## src/rtl/alu_pipe_if.sv

```systemverilog
// alu_pipe_if: handshake and data bundle between the issue stage, the
// pipelined ALU and the writeback stage.
//
// Signals
//   in_valid / in_ready : issue-side handshake (operation accepted when both high)
//   A, B, Opcode        : operands and operation select
//   out_valid/out_ready : writeback-side handshake (result consumed when both high)
//   Q                   : result
//   Zero, Neg           : result flags (Q == 0, Q[msb])
//   Overflow, Carry     : signed overflow and carry/no-borrow for ADD/SUB
//
// Modports
//   master : the issue/writeback side (drives operands and out_ready)
//   slave  : the ALU itself
interface alu_pipe_if #(
    parameter int WIDTH = 32
) ();
    logic             in_valid;
    logic             in_ready;
    logic [WIDTH-1:0] A;
    logic [WIDTH-1:0] B;
    logic [3:0]       Opcode;
    logic             out_valid;
    logic             out_ready;
    logic [WIDTH-1:0] Q;
    logic             Zero;
    logic             Neg;
    logic             Overflow;
    logic             Carry;

    modport master (
        output in_valid, A, B, Opcode, out_ready,
        input  in_ready, out_valid, Q, Zero, Neg, Overflow, Carry
    );

    modport slave (
        input  in_valid, A, B, Opcode, out_ready,
        output in_ready, out_valid, Q, Zero, Neg, Overflow, Carry
    );
endinterface

```

## src/rtl/alu_pipe.sv

```systemverilog
// alu_pipe: execute-stage ALU with valid/ready handshaking on both sides.
// Single-cycle ops (ADD..SLTU, 12-15) produce a registered result one cycle
// after accept.  Unsigned DIVU/REMU use an iterative restoring divider
// (one quotient bit per cycle, MSB first) and stall the issue side while busy.
//
// Build option
//   ALU_DIV_EN : when defined, the divider, its counter and the BUSY state are
//                compiled in.  When undefined, opcodes 10/11 behave like 12-15
//                (Q = 0, all flags 0, one-cycle latency).
//
// Ports
//   clk : clock, all state changes on the rising edge
//   rst : synchronous, active-high reset
//   bus : alu_pipe_if.slave (operands, result, flags, both handshakes)
//
// Parameters
//   WIDTH : operand/result width (8..64)
//   SHW   : shift-amount width, taken from B[SHW-1:0]
module alu_pipe #(
    parameter int WIDTH = 32,
    parameter int SHW   = $clog2(WIDTH)
) (
    input  logic      clk,
    input  logic      rst,
    alu_pipe_if.slave bus
);

    typedef enum logic [1:0] {
        IDLE,
        BUSY,
        HOLD
    } state_t;

    typedef struct packed {
        logic [WIDTH-1:0] q;
        logic             z;
        logic             n;
        logic             v;
        logic             c;
    } res_t;

    // Opcodes at or above this value produce Q = 0 with every flag forced low.
`ifdef ALU_DIV_EN
    localparam logic [3:0] FIRST_NULL_OP = 4'd12;
`else
    localparam logic [3:0] FIRST_NULL_OP = 4'd10;
`endif

    // Single-cycle result for one operation.  With the divider compiled in,
    // opcodes 10/11 only reach this path when B == 0.
    function automatic res_t alu_op(input logic [WIDTH-1:0] a,
                                    input logic [WIDTH-1:0] b,
                                    input logic [3:0]       op);
        res_t                    r;
        logic [WIDTH:0]          sum;
        logic signed [WIDTH-1:0] sa;
        logic signed [WIDTH-1:0] sb;
        r   = '0;
        sum = '0;
        sa  = signed'(a);
        sb  = signed'(b);
        case (op)
            4'd0: begin
                sum = {1'b0, a} + {1'b0, b};
                r.q = sum[WIDTH-1:0];
                r.c = sum[WIDTH];
                r.v = (a[WIDTH-1] == b[WIDTH-1]) && (r.q[WIDTH-1] != a[WIDTH-1]);
            end
            4'd1: begin
                r.q = a - b;
                r.c = (a >= b);
                r.v = (a[WIDTH-1] != b[WIDTH-1]) && (r.q[WIDTH-1] != a[WIDTH-1]);
            end
            4'd2:    r.q = a & b;
            4'd3:    r.q = a | b;
            4'd4:    r.q = a ^ b;
            4'd5:    r.q = a << b[SHW-1:0];
            4'd6:    r.q = a >> b[SHW-1:0];
            4'd7:    r.q = unsigned'(sa >>> b[SHW-1:0]);
            4'd8:    r.q = {{(WIDTH-1){1'b0}}, (sa < sb)};
            4'd9:    r.q = {{(WIDTH-1){1'b0}}, (a < b)};
`ifdef ALU_DIV_EN
            4'd10:   r.q = '1;
            4'd11:   r.q = a;
`endif
            default: r.q = '0;
        endcase
        if (op < FIRST_NULL_OP) begin
            r.z = (r.q == '0);
            r.n = r.q[WIDTH-1];
        end
        return r;
    endfunction

    state_t           state;
    state_t           state_nxt;
    logic             accept;
    logic             div_start;
    logic             last;
    res_t             res_p0;
    logic [WIDTH-1:0] q_p1;
    logic             zero_p1;
    logic             neg_p1;
    logic             ovf_p1;
    logic             carry_p1;

    assign bus.in_ready  = !rst && (state == IDLE || (state == HOLD && bus.out_ready));
    assign accept        = bus.in_valid && bus.in_ready;
    assign bus.out_valid = (state == HOLD);

    always_comb res_p0 = alu_op(bus.A, bus.B, bus.Opcode);

`ifdef ALU_DIV_EN
    localparam int CNTW = $clog2(WIDTH + 1);

    logic [CNTW-1:0]  cnt;
    logic [WIDTH-1:0] dvd_p1;
    logic [WIDTH-1:0] dvs_p1;
    logic [WIDTH-1:0] rem_p1;
    logic             op_rem_p1;
    logic [WIDTH:0]   rem_sh;
    logic             qbit;
    logic [WIDTH-1:0] rem_nxt;
    logic [WIDTH-1:0] quo_nxt;
    logic [WIDTH-1:0] div_q;

    assign div_start = (bus.Opcode == 4'd10 || bus.Opcode == 4'd11) && (bus.B != '0);
    assign last      = (state == BUSY) && (cnt == CNTW'(1));

    // Restoring step: shift the next dividend bit into the partial remainder;
    // the quotient bits fill the dividend register from the bottom.  The
    // subtraction is done at WIDTH bits because the true result is < divisor.
    always_comb begin
        rem_sh  = {rem_p1, dvd_p1[WIDTH-1]};
        qbit    = (rem_sh >= {1'b0, dvs_p1});
        rem_nxt = qbit ? (rem_sh[WIDTH-1:0] - dvs_p1) : rem_sh[WIDTH-1:0];
        quo_nxt = {dvd_p1[WIDTH-2:0], qbit};
        div_q   = op_rem_p1 ? rem_nxt : quo_nxt;
    end

    always_ff @(posedge clk) begin
        if (rst) begin
            cnt <= '0;
        end else if (accept && div_start) begin
            cnt <= CNTW'(WIDTH);
        end else if (state == BUSY) begin
            cnt <= cnt - CNTW'(1);
        end
    end

    // ---- stage p1: divider working registers ----
    always_ff @(posedge clk) begin
        if (accept && div_start) begin
            dvd_p1    <= bus.A;
            dvs_p1    <= bus.B;
            rem_p1    <= '0;
            op_rem_p1 <= bus.Opcode[0];
        end else if (state == BUSY) begin
            dvd_p1 <= quo_nxt;
            rem_p1 <= rem_nxt;
        end
    end
`else
    assign div_start = 1'b0;
    assign last      = 1'b0;
`endif

    always_ff @(posedge clk) begin
        if (rst) begin
            state <= IDLE;
        end else begin
            state <= state_nxt;
        end
    end

    always_comb begin
        state_nxt = state;
        case (state)
            IDLE: begin
                if (accept) state_nxt = div_start ? BUSY : HOLD;
            end
            BUSY: begin
                if (last) state_nxt = HOLD;
            end
            HOLD: begin
                if (accept)             state_nxt = div_start ? BUSY : HOLD;
                else if (bus.out_ready) state_nxt = IDLE;
            end
            default: state_nxt = IDLE;
        endcase
    end

    // ---- stage p1: result and flag registers ----
    always_ff @(posedge clk) begin
        if (rst) begin
            q_p1     <= '0;
            zero_p1  <= 1'b0;
            neg_p1   <= 1'b0;
            ovf_p1   <= 1'b0;
            carry_p1 <= 1'b0;
        end else if (accept && !div_start) begin
            q_p1     <= res_p0.q;
            zero_p1  <= res_p0.z;
            neg_p1   <= res_p0.n;
            ovf_p1   <= res_p0.v;
            carry_p1 <= res_p0.c;
        end
`ifdef ALU_DIV_EN
        else if (last) begin
            q_p1     <= div_q;
            zero_p1  <= (div_q == '0);
            neg_p1   <= div_q[WIDTH-1];
            ovf_p1   <= 1'b0;
            carry_p1 <= 1'b0;
        end
`endif
    end

    assign bus.Q        = q_p1;
    assign bus.Zero     = zero_p1;
    assign bus.Neg      = neg_p1;
    assign bus.Overflow = ovf_p1;
    assign bus.Carry    = carry_p1;

endmodule

```

## src/flat_wrapper.sv

```systemverilog
// flat-port wrapper written by rule: the top's interface ports become plain ports
module alu_pipe_flat 
#(
    parameter int WIDTH = 32,
    parameter int SHW   = $clog2(WIDTH)
)
  (clk, rst, bus_in_valid, bus_A, bus_B, bus_Opcode, bus_out_ready, bus_in_ready, bus_out_valid, bus_Q, bus_Zero, bus_Neg, bus_Overflow, bus_Carry);
  alu_pipe_if #(.WIDTH(WIDTH)) bus_i ();
  input  logic clk;
  input  logic rst;
  input wire logic [$bits(bus_i.in_valid)-1:0] bus_in_valid;
  input wire logic [$bits(bus_i.A)-1:0] bus_A;
  input wire logic [$bits(bus_i.B)-1:0] bus_B;
  input wire logic [$bits(bus_i.Opcode)-1:0] bus_Opcode;
  input wire logic [$bits(bus_i.out_ready)-1:0] bus_out_ready;
  output wire logic [$bits(bus_i.in_ready)-1:0] bus_in_ready;
  output wire logic [$bits(bus_i.out_valid)-1:0] bus_out_valid;
  output wire logic [$bits(bus_i.Q)-1:0] bus_Q;
  output wire logic [$bits(bus_i.Zero)-1:0] bus_Zero;
  output wire logic [$bits(bus_i.Neg)-1:0] bus_Neg;
  output wire logic [$bits(bus_i.Overflow)-1:0] bus_Overflow;
  output wire logic [$bits(bus_i.Carry)-1:0] bus_Carry;
  assign bus_i.in_valid = bus_in_valid;
  assign bus_i.A = bus_A;
  assign bus_i.B = bus_B;
  assign bus_i.Opcode = bus_Opcode;
  assign bus_i.out_ready = bus_out_ready;
  assign bus_in_ready = bus_i.in_ready;
  assign bus_out_valid = bus_i.out_valid;
  assign bus_Q = bus_i.Q;
  assign bus_Zero = bus_i.Zero;
  assign bus_Neg = bus_i.Neg;
  assign bus_Overflow = bus_i.Overflow;
  assign bus_Carry = bus_i.Carry;
  alu_pipe #(.WIDTH(WIDTH), .SHW(SHW)) u_core (.clk(clk), .rst(rst), .bus(bus_i));
endmodule
```

## config.mk

```make
export PLATFORM = sky130hd
export DESIGN_NAME = alu_pipe_flat
export DESIGN_NICKNAME = d
export VERILOG_FILES = /design/src/rtl/alu_pipe_if.sv /design/src/rtl/alu_pipe.sv /design/src/flat_wrapper.sv
export SDC_FILE = /design/constraint.sdc
export NUM_CORES = 1
export LEC_CHECK = 0
export CORE_UTILIZATION = 30
export CTS_CLUSTER_DIAMETER = 120
export DETAILED_ROUTE_END_ITERATION = 10
export SYNTH_ARGS = -nofsm -noshare
export SYNTH_HDL_FRONTEND = slang
export SYNTH_SLANG_ARGS = --single-unit
```

## constraint.sdc

```tcl
create_clock -name clk -period 6.2 [get_ports clk]
set_clock_uncertainty 0.05 [all_clocks]
set_input_delay 0.62 -clock clk [delete_from_list [all_inputs] [get_ports clk]]
set_output_delay 0.62 -clock clk [all_outputs]
set_load 0.05 [all_outputs]
```

==> impl_metrics.env, run 1 <==
export IMPL_syn_area_um2=11600
export IMPL_post_dp_hpwl_um=49000
export IMPL_fin_ws_ns=0.446
export IMPL_synth_edff_count=0
export IMPL_cts_max_level=2
export IMPL_hold_path_class="reg2reg"
export IMPL_design_core_area_um2=37800
export IMPL_clock_path_buffers=2
export IMPL_finalPower_uw=1720
export IMPL_ys_ff_latch=37
export IMPL_fmax_mhz=174
export IMPL_post_cts_buffers=0
export IMPL_yosys_warnings=0
export IMPL_nFillCells=4134
export IMPL_crit_arrival_ns=5.89
export IMPL_synthArstFlopShare_pct=0
export IMPL_die_w_um=199
export IMPL_hold_buffers=0
export IMPL_io_pins=110
export IMPL_grt_pass1_vias=13300
export IMPL_die_area_um2=39400
export IMPL_place_area_um2=13200
export IMPL_powerDensity_nw_per_um2=129
export IMPL_crit_required_ns=6.33
export IMPL_drive_above_1_share_pct=11.8
export IMPL_crit_fanout=15
export IMPL_grt_pass1_wl_um=91700
export IMPL_final_hold_viol_count=0
export IMPL_cp_start_kind="input pin"
export IMPL_vias=14300
export IMPL_grt_antenna_before_repair=0
export IMPL_dr_first_iter_drc_count=2377
export IMPL_drcViolationCount=0
export IMPL_path_cells="clkdlybuf4s50_1 > buf_4 > inv_1 > ha_1 > nor4_1 > nand2_1 > a21oi_1 > nor2_1 > a221o_1 > a2111oi_0 > buf_4 > nand4_1 > nor4_1 > and4b_1 > nand4_1 > o41ai_2"
export IMPL_p_leak_uw=0.00528
export IMPL_dp_slack_ns=0.383
export IMPL_setup_viol=0
export IMPL_slew_headroom_pct=24.5
export IMPL_num_nets_final=1831
export IMPL_drv_cap=0
export IMPL_ctsRootBufferMaster="clkbuf_16"
export IMPL_status="finished clean"
export IMPL_num_rows=71
export IMPL_synth_top_flop_cell="dfxtp_1"
export IMPL_grt_overflow=0
export IMPL_rsz0062_at_grt="false"
export IMPL_port_buffers=109
export IMPL_syn_inst=1611
export IMPL_diodes=0
export IMPL_syn_to_final_growth_pct=15.0
export IMPL_grtUsageTotal_pct=31.4
export IMPL_start_util_pct=30.6
export IMPL_design_area_um2=13300
export IMPL_cp_slowest_stage_delay_ns=0.98
export IMPL_fin_crit_ns=5.75
export IMPL_crit_buf_inv=4
export IMPL_cts_clk_slew_worst_paths_ns=0.05
export IMPL_slew_violations=0
export IMPL_ys_seq_area_share_pct=6.39
export IMPL_numCtsBuffers=5
export IMPL_slowest_stage="a2111oi_0"
export IMPL_grt_max_degree=79
export IMPL_gp_congestion=1.07
export IMPL_critPathKind="in2reg"
export IMPL_synth_fp_nets=1786
export IMPL_fin_crit_sh_pct=92.8
export IMPL_die_h_um=199
export IMPL_peakVddDrop_uv=90.8
export IMPL_ant_nets=0
export IMPL_viasPerCell=6.57
export IMPL_wirelength_um=62900
export IMPL_cts_tree="built"
export IMPL_cts_resized=0
export IMPL_synth_area_per_cell_um2=7.19
export IMPL_worstMarginPinSlew_ns=1.10
export IMPL_endpoint_kind="flip-flop"
export IMPL_crit_family="compound AO/OA/AOI/OAI gates"
export IMPL_clk_latency_ns=0.28
export IMPL_ys_types=99
export IMPL_finalSetupTns_ns=0
export IMPL_numClockSinks=37
export IMPL_firstDrtPassIters=6
export IMPL_wire_per_inst_um=29.0
through the flow:
step	std cells	hold WS, ns	util, %
finish	2168	0.399	35.2
global route	2168	0.427	35.2
CTS	2168	0.399	35.2
detailed placement	2160	0.391	34.9
global placement	2160	0.386	34.9
floorplan	1611	0.611	-
placed cells by master, fill, tap and decap left out, types with 20 or more instances in the layout:
| cell type | instances |
|---|---|
| buf_4 | 72 |
| dfxtp_1 | 37 |
| ha_1 | 101 |
| o211ai_1 | 29 |
| mux2i_1 | 60 |
| a31oi_1 | 23 |
| nand3_1 | 34 |
| clkdlybuf4s50_1 | 104 |
| a211oi_1 | 28 |
| nor2b_1 | 20 |
| mux4_2 | 44 |
| nor3_1 | 42 |
| inv_1 | 98 |
| o21ai_0 | 99 |
| a22oi_1 | 22 |
| nand2_1 | 153 |
| a21oi_1 | 130 |
| o22ai_1 | 33 |
| mux2_2 | 33 |
| nor2_1 | 146 |
tightest hold or removal path: stages, from the launching register on:
cell and delay (ns):
dfxtp_1 0.31, nand2_1 0.06, nand2_1 0.04
per-layer routing:
layer,routed length (µm),GRT usage [%]
met5,0,0
met2,26200,46.8
met3,7550,6.63
met4,3690,16.6
met1,25500,42.3
final timing paths:
check / start / endpoint / slack [ns] / depth (start not counted)
worst min-delay path: u_core.bus.Q[4] / u_core.bus.Q[4] / 0.40 / 2
worst min register to register: u_core.bus.Q[4] / u_core.bus.Q[4] / 0.40 / 2
worst max-delay path: bus_A[11] / u_core.bus.Zero / 0.45 / 16
worst max register to register: u_core.state[1] / u_core.bus.Zero / 3.21 / 9
registers in the layout, indices dropped and copies added, names as in the netlist:
signal	cells
u_core.bus.Carry	1
u_core.bus.Neg	1
u_core.bus.Overflow	1
u_core.bus.Q	32
u_core.bus.Zero	1
u_core.state	1
cells by family (layout without fill, tap and decap cells):
logic type                 after synthesis  in the layout  synth area share [%]
AOI/OAI and AO/OA                      561            561                  33.2
adders and majority gates              103            103                  11.3
muxes                                  140            140                  17.5
xor gates and xnor gates                15             15                  1.13
DFF                                     37             37                  6.39
and+or+nand+nor                        511            511                  21.3
buffers and inverters                  244            290                  9.29
layout make-up:
class,instances,area (µm²),area share (%)
timing repair buffer,180,1620,12.1
multi-input combinational,1330,9810,73.6
clock inverter,2,10.0,0.0751
tap,511,639,4.80
inverter,102,383,2.87
clock buffer,6,129,0.967
sequential,37,741,5.56
synth_stat cells, drive strengths merged, types with 29 or more instances:
master | n | area [µm²]
o21ai | 102 | 510
nor3 | 43 | 220
clkbuf | 67 | 251
o211ai | 29 | 218
mux2i | 60 | 601
buf | 75 | 442
ha | 101 | 1260
mux4 | 46 | 1040
dfxtp | 37 | 741
o22ai | 33 | 206
mux2 | 34 | 383
nor2 | 147 | 554
nand3 | 34 | 170
a21oi | 132 | 664
nand2 | 153 | 574
inv | 98 | 368
power by group:
| part | switching [µW] | internal, µW | total (µW) | leakage (µW) |
|---|---|---|---|---|
| Sequential | 7.53 | 252 | 260 | 0.000301 |
| Combinational | 804 | 422 | 1230 | 0.00491 |
| Clock | 89.5 | 147 | 237 | 0.0000706 |
| Total | 901 | 822 | 1720 | 0.00528 |
No activity file was read; power rests on OpenSTA's default activity.
==> run 2, diff against run 1 <==
- SLEW_MARGIN: not set -> 20
==> run 2 against run 1 <==
  * Via count fell by 0.27%
  * Clock-buffer cell count did not move
  * Sequential power barely moved
  * Clock power barely moved
  * Critical endpoint unchanged
  * Sequential cell count did not move
  * Maximum frequency rose by 3.8%
  * Largest power group unchanged
  * Non-clock buffer count did not move
  * Utilization barely moved
==> impl_metrics.env, run 2 (synthesized netlist as in run 1, its figures left out) <==
export IMPL_grt_pass1_vias=13300
export IMPL_port_buffers=109
export IMPL_hold_buffers=0
export IMPL_endpoint_kind="flip-flop"
export IMPL_grtUsageTotal_pct=31.4
export IMPL_numCtsBuffers=5
export IMPL_design_core_area_um2=37800
export IMPL_start_util_pct=30.6
export IMPL_power_switching_uw=901
export IMPL_status="finished clean"
export IMPL_ant_nets=0
export IMPL_io_pins=110
export IMPL_grt_antenna_before_repair=0
export IMPL_drcViolationCount=0
export IMPL_cts_max_level=2
export IMPL_path_cells="clkdlybuf4s50_1 > buf_4 > inv_1 > ha_1 > nor4_1 > nand2_1 > a21oi_1 > nor2_1 > a221o_1 > a2111oi_1 > buf_4 > nand4_1 > nor4_1 > and4b_1 > nand4_1 > o41ai_2"
export IMPL_gp_congestion=1.07
export IMPL_diodes=0
export IMPL_viasPerCell=6.56
export IMPL_wirelength_um=62900
export IMPL_die_w_um=199
export IMPL_swShare_pct=52.3
export IMPL_pwr_share_comb_pct=71.2
export IMPL_die_h_um=199
export IMPL_grt_overflow=0
export IMPL_internal_power_uw=822
export IMPL_final_hold_viol_count=0
export IMPL_post_dp_hpwl_um=49000
export IMPL_slowest_stage="a2111oi_1"
export IMPL_crit_required_ns=6.33
export IMPL_firstDrtPassIters=6
export IMPL_holdWs_ns=0.399
export IMPL_cts_clk_slew_worst_paths_ns=0.05
export IMPL_seqPwrFrac_pct=15.1
export IMPL_final_common_cell="nand2_1"
export IMPL_final_cell_mix="153 x nand2_1, 146 x nor2_1, 130 x a21oi_1"
export IMPL_finalSetupTns_ns=0
export IMPL_die_area_um2=39400
export IMPL_num_nets_final=1831
export IMPL_vias=14200
export IMPL_cts_tree="built"
export IMPL_p_leak_uw=0.00528
export IMPL_rsz0062_at_grt="false"
export IMPL_critPathKind="in2reg"
export IMPL_post_cts_buffers=0
export IMPL_cp_start_kind="input pin"
export IMPL_largest_reg_flops=32
export IMPL_slew_headroom_pct=32.4
export IMPL_worstMarginPinSlew_ns=1.00
export IMPL_fmax_mhz=180
export IMPL_num_rows=71
export IMPL_syn_to_final_growth_pct=15.0
export IMPL_drive_above_1_share_pct=11.8
export IMPL_fin_crit_ns=5.54
export IMPL_cts_resized=0
export IMPL_setup_viol=0
export IMPL_fin_crit_sh_pct=89.4
export IMPL_drv_cap=0
export IMPL_crit_arrival_ns=5.67
export IMPL_p_clk_share_pct=13.7
export IMPL_powerDensity_nw_per_um2=129
export IMPL_grt_pass1_wl_um=91700
export IMPL_final_util_pct=35.2
export IMPL_peakVddDrop_uv=90.8
export IMPL_hold_path_class="reg2reg"
export IMPL_ctsRootBufferMaster="clkbuf_16"
export IMPL_cp_slowest_stage_delay_ns=0.77
export IMPL_clock_path_buffers=2
export IMPL_crit_fanout=15
export IMPL_wire_per_inst_um=29.0
export IMPL_clk_latency_ns=0.28
export IMPL_grt_max_degree=79
export IMPL_nFillCells=4133
export IMPL_slew_violations=0
export IMPL_numClockSinks=37
export IMPL_dr_first_iter_drc_count=2384
-- run 2: path summary, 6_finish.rpt --
| kind | depth (start not counted) | endpoint | startpoint | slack, ns |
|---|---|---|---|---|
| worst max-delay path | 16 | u_core.bus.Zero | bus_A[11] | 0.66 |
| worst min-delay path | 2 | u_core.bus.Q[4] | u_core.bus.Q[4] | 0.40 |
| worst max register to register | 9 | u_core.bus.Zero | u_core.state[1] | 3.22 |
| worst min register to register | 2 | u_core.bus.Q[4] | u_core.bus.Q[4] | 0.40 |
-- run 2: layout make-up --
cell class / instances / area, µm² / share of cell area [%]
Clock buffer: 6 / 129 / 0.967
Clock inverter: 2 / 10.0 / 0.0751
Sequential cell: 37 / 741 / 5.56
Tap cell: 511 / 639 / 4.80
Timing Repair Buffer: 180 / 1620 / 12.1
Inverter: 102 / 383 / 2.87
Multi-Input combinational cell: 1330 / 9810 / 73.6
-- run 2: worst max-delay path: cells and delay by family --
| kind | cells | cell delay (ns) |
|---|---|---|
| compound gates | 4 | 1.97 |
| fa+ha+maj | 1 | 0.54 |
| buf+inv | 4 | 1.06 |
| simple gates | 7 | 1.47 |
-- run 2: through the flow --
step | power (µW) | cells | setup WS [ns] | area, µm²
6_report | 1720 | 2168 | 0.658 | 13300
5_1_grt | 1800 | 2168 | 0.363 | 13300
4_1_cts | 1680 | 2168 | 0.642 | 13300
3_5_place_dp | 1440 | 2160 | 0.383 | 13200
3_3_place_gp | 1440 | 2160 | 0.356 | 13200
2_1_floorplan | 1010 | 1611 | 1.49 | 11600
-- run 2: per-layer routing --
layer  vias to the layer above  share of wire [%]  GRT usage, %
met5                         -                  0             0
met4                         0                6.1          16.6
met3                       185                 12          6.63
met2                      1068                 41          46.8
met1                      6790                 41          42.3
li1                       6170                  -             -
-- run 2: power by group through the flow --
stage / combinational (µW) / sequential, µW / clock (µW)
2_1_floorplan: 696 / 312 / 0
3_3_place_gp: 1180 / 265 / 0
3_5_place_dp: 1170 / 265 / 0
4_1_cts: 1180 / 260 / 240
5_1_grt: 1280 / 262 / 249
6_report: 1230 / 260 / 237
==> run 3, diff against run 2 <==
- SETUP_SLACK_MARGIN: not set -> 0.2
- clock period: 6.2 -> 5.6 ns (I/O delays scaled with it)
==> run 3 against run 2 <==
  * Sequential cell count unchanged
  * Largest power group unchanged
  * First-iteration DRC count is 16% lower
  * Largest cell class unchanged
  * Critical path depth unchanged
  * Final cell count is 1.1% higher
==> impl_metrics.env, run 3 (synthesized netlist as in run 1, its figures left out) <==
export IMPL_status="finished clean"
export IMPL_hold_buffers=0
export IMPL_ctsRootBufferMaster="clkbuf_16"
export IMPL_grtUsageTotal_pct=32.1
export IMPL_dr_first_iter_drc_count=2010
export IMPL_die_h_um=199
export IMPL_crit_fanout=6
export IMPL_cts_tree="built"
export IMPL_finalPower_uw=1930
export IMPL_cts_resized=0
export IMPL_power_switching_uw=1000
export IMPL_post_cts_buffers=0
export IMPL_post_dp_hpwl_um=50600
export IMPL_wirelength_um=64000
export IMPL_hold_path_class="reg2reg"
export IMPL_largest_reg_flops=32
export IMPL_hold_depth=2
export IMPL_final_hold_viol_count=0
export IMPL_die_w_um=199
export IMPL_fin_crit_sh_pct=88.4
export IMPL_powerDensity_nw_per_um2=143
export IMPL_die_area_um2=39400
export IMPL_endpoint_kind="flip-flop"
export IMPL_numCtsBuffers=5
export IMPL_grt_pass1_vias=13300
export IMPL_final_cell_mix="153 x nand2_1, 146 x nor2_1, 130 x a21oi_1"
export IMPL_drive_above_1_share_pct=12.9
export IMPL_drcViolationCount=0
export IMPL_reg2reg_depth=11
export IMPL_crit_family="compound AO/OA/AOI/OAI gates"
export IMPL_grt_overflow=0
export IMPL_path_common_cell="inv_1"
export IMPL_cp_slowest_stage_delay_ns=0.52
export IMPL_hold_start="u_core.bus.Q[4]"
export IMPL_clock_path_buffers=2
export IMPL_gp_congestion=1.07
export IMPL_cts_clk_slew_worst_paths_ns=0.05
export IMPL_place_area_um2=13400
export IMPL_grt_antenna_before_repair=3
export IMPL_ant_nets=0
export IMPL_nFillCells=4159
export IMPL_hold_end="u_core.bus.Q[4]"
export IMPL_firstDrtPassIters=7
export IMPL_slew_headroom_pct=31.5
export IMPL_grt_pass1_wl_um=93200
export IMPL_clk_latency_ns=0.28
export IMPL_start_util_pct=30.6
export IMPL_slowest_stage="o311ai_1"
export IMPL_seqPwrFrac_pct=14.9
export IMPL_crit_arrival_ns=5.08
export IMPL_vias=14200
export IMPL_path_cells="clkdlybuf4s50_1 > inv_1 > ha_1 > inv_1 > fa_1 > nor2b_1 > o311ai_1 > a21oi_1 > nor2_1 > o21ai_0 > a221o_1 > a2111o_1 > nor4_1 > and4b_1 > nand4_1 > o41ai_2"
export IMPL_wire_per_inst_um=29.2
export IMPL_crit_buf_inv=3
export IMPL_num_rows=71
export IMPL_p_leak_uw=0.00539
export IMPL_swShare_pct=52.1
export IMPL_design_area_um2=13500
export IMPL_r2r_end="u_core.bus.Zero"
export IMPL_final_common_cell="nand2_1"
export IMPL_pwr_share_comb_pct=71.4
export IMPL_num_nets_final=1854
export IMPL_holdWs_ns=0.400
export IMPL_viasPerCell=6.47
export IMPL_startpoint="bus_A[0]"
export IMPL_grt_max_degree=104
export IMPL_fin_crit_ns=4.95
export IMPL_crit_required_ns=5.73
export IMPL_internal_power_uw=924
export IMPL_rsz0062_at_grt="false"
export IMPL_diodes=0
export IMPL_port_buffers=109
export IMPL_peakVddDrop_uv=105
export IMPL_drv_cap=0
export IMPL_cts_max_level=2
export IMPL_fmax_mhz=202
export IMPL_r2r_slack_ns=3.00
export IMPL_slew_violations=0
export IMPL_finalSetupTns_ns=0
export IMPL_numClockSinks=37
export IMPL_worstMarginPinSlew_ns=1.01
export IMPL_r2r_start="u_core.state[1]"
export IMPL_cp_start_kind="input pin"
export IMPL_setup_viol=0
export IMPL_syn_to_final_growth_pct=16.5
export IMPL_io_pins=110
export IMPL_p_clk_share_pct=13.6
export IMPL_design_core_area_um2=37800
export IMPL_critPathKind="in2reg"
[run 3: cell types whose count changed in the layout (fill, tap and decap cells not counted), sizes merged]
cell	previous run	this run
buf	76	99
[run 3: stage by stage]
| stage | util, % | instances | worst slack, ns |
|---|---|---|---|
| finish | 35.7 | 2191 | 0.648 |
| global route | 35.7 | 2191 | 0.261 |
| CTS | 35.7 | 2191 | 0.672 |
| detailed placement | 35.3 | 2183 | 0.399 |
| global placement | 35.3 | 2183 | 0.384 |
| floorplan | - | 1611 | 0.946 |
[run 3: how the worst max path moves through the flow]
| stage | to | slack [ns] | depth (start not counted) |
|---|---|---|---|
| 2_1_floorplan | u_core.bus.Zero | 0.95 | 18 |
| 3_3_place_gp | u_core.bus.Zero | 0.38 | 15 |
| 3_5_place_dp | u_core.bus.Zero | 0.40 | 15 |
| 4_1_cts | u_core.bus.Zero | 0.67 | 15 |
| 5_1_grt | u_core.bus.Zero | 0.26 | 15 |
| 6_report | u_core.bus.Zero | 0.65 | 16 |
[run 3: layout make-up]
type,instances,area [µm²],share of cell area (%)
inverters,102,383,2.84
repair buffers,203,1790,13.3
well taps,511,639,4.74
flip-flops and latches,37,741,5.49
multi-input cells,1330,9810,72.7
clock inverters,2,10.0,0.0742
clock buffers,6,129,0.955
[run 3: power groups by stage]
stage / combinational, µW / clock (µW) / sequential, µW
3_5_place_dp: 1330 / 0 / 294
3_3_place_gp: 1330 / 0 / 293
4_1_cts: 1330 / 266 / 288
5_1_grt: 1450 / 280 / 290
2_1_floorplan: 771 / 0 / 345
6_report: 1380 / 263 / 288
[run 3: per-layer routing]
layer	track usage (%)	up-vias	wire length (µm)
met3	4.56	138	6130
met2	49.5	919	27600
met1	44.1	6904	27000
li1	-	6222	-
met5	0	-	43
met4	14.4	2	3150
[run 3: tightest hold or removal path: stages (launching register included)]
cell     delay [ns]
dfxtp_1        0.31
nand2_1        0.05
nand2_1        0.04
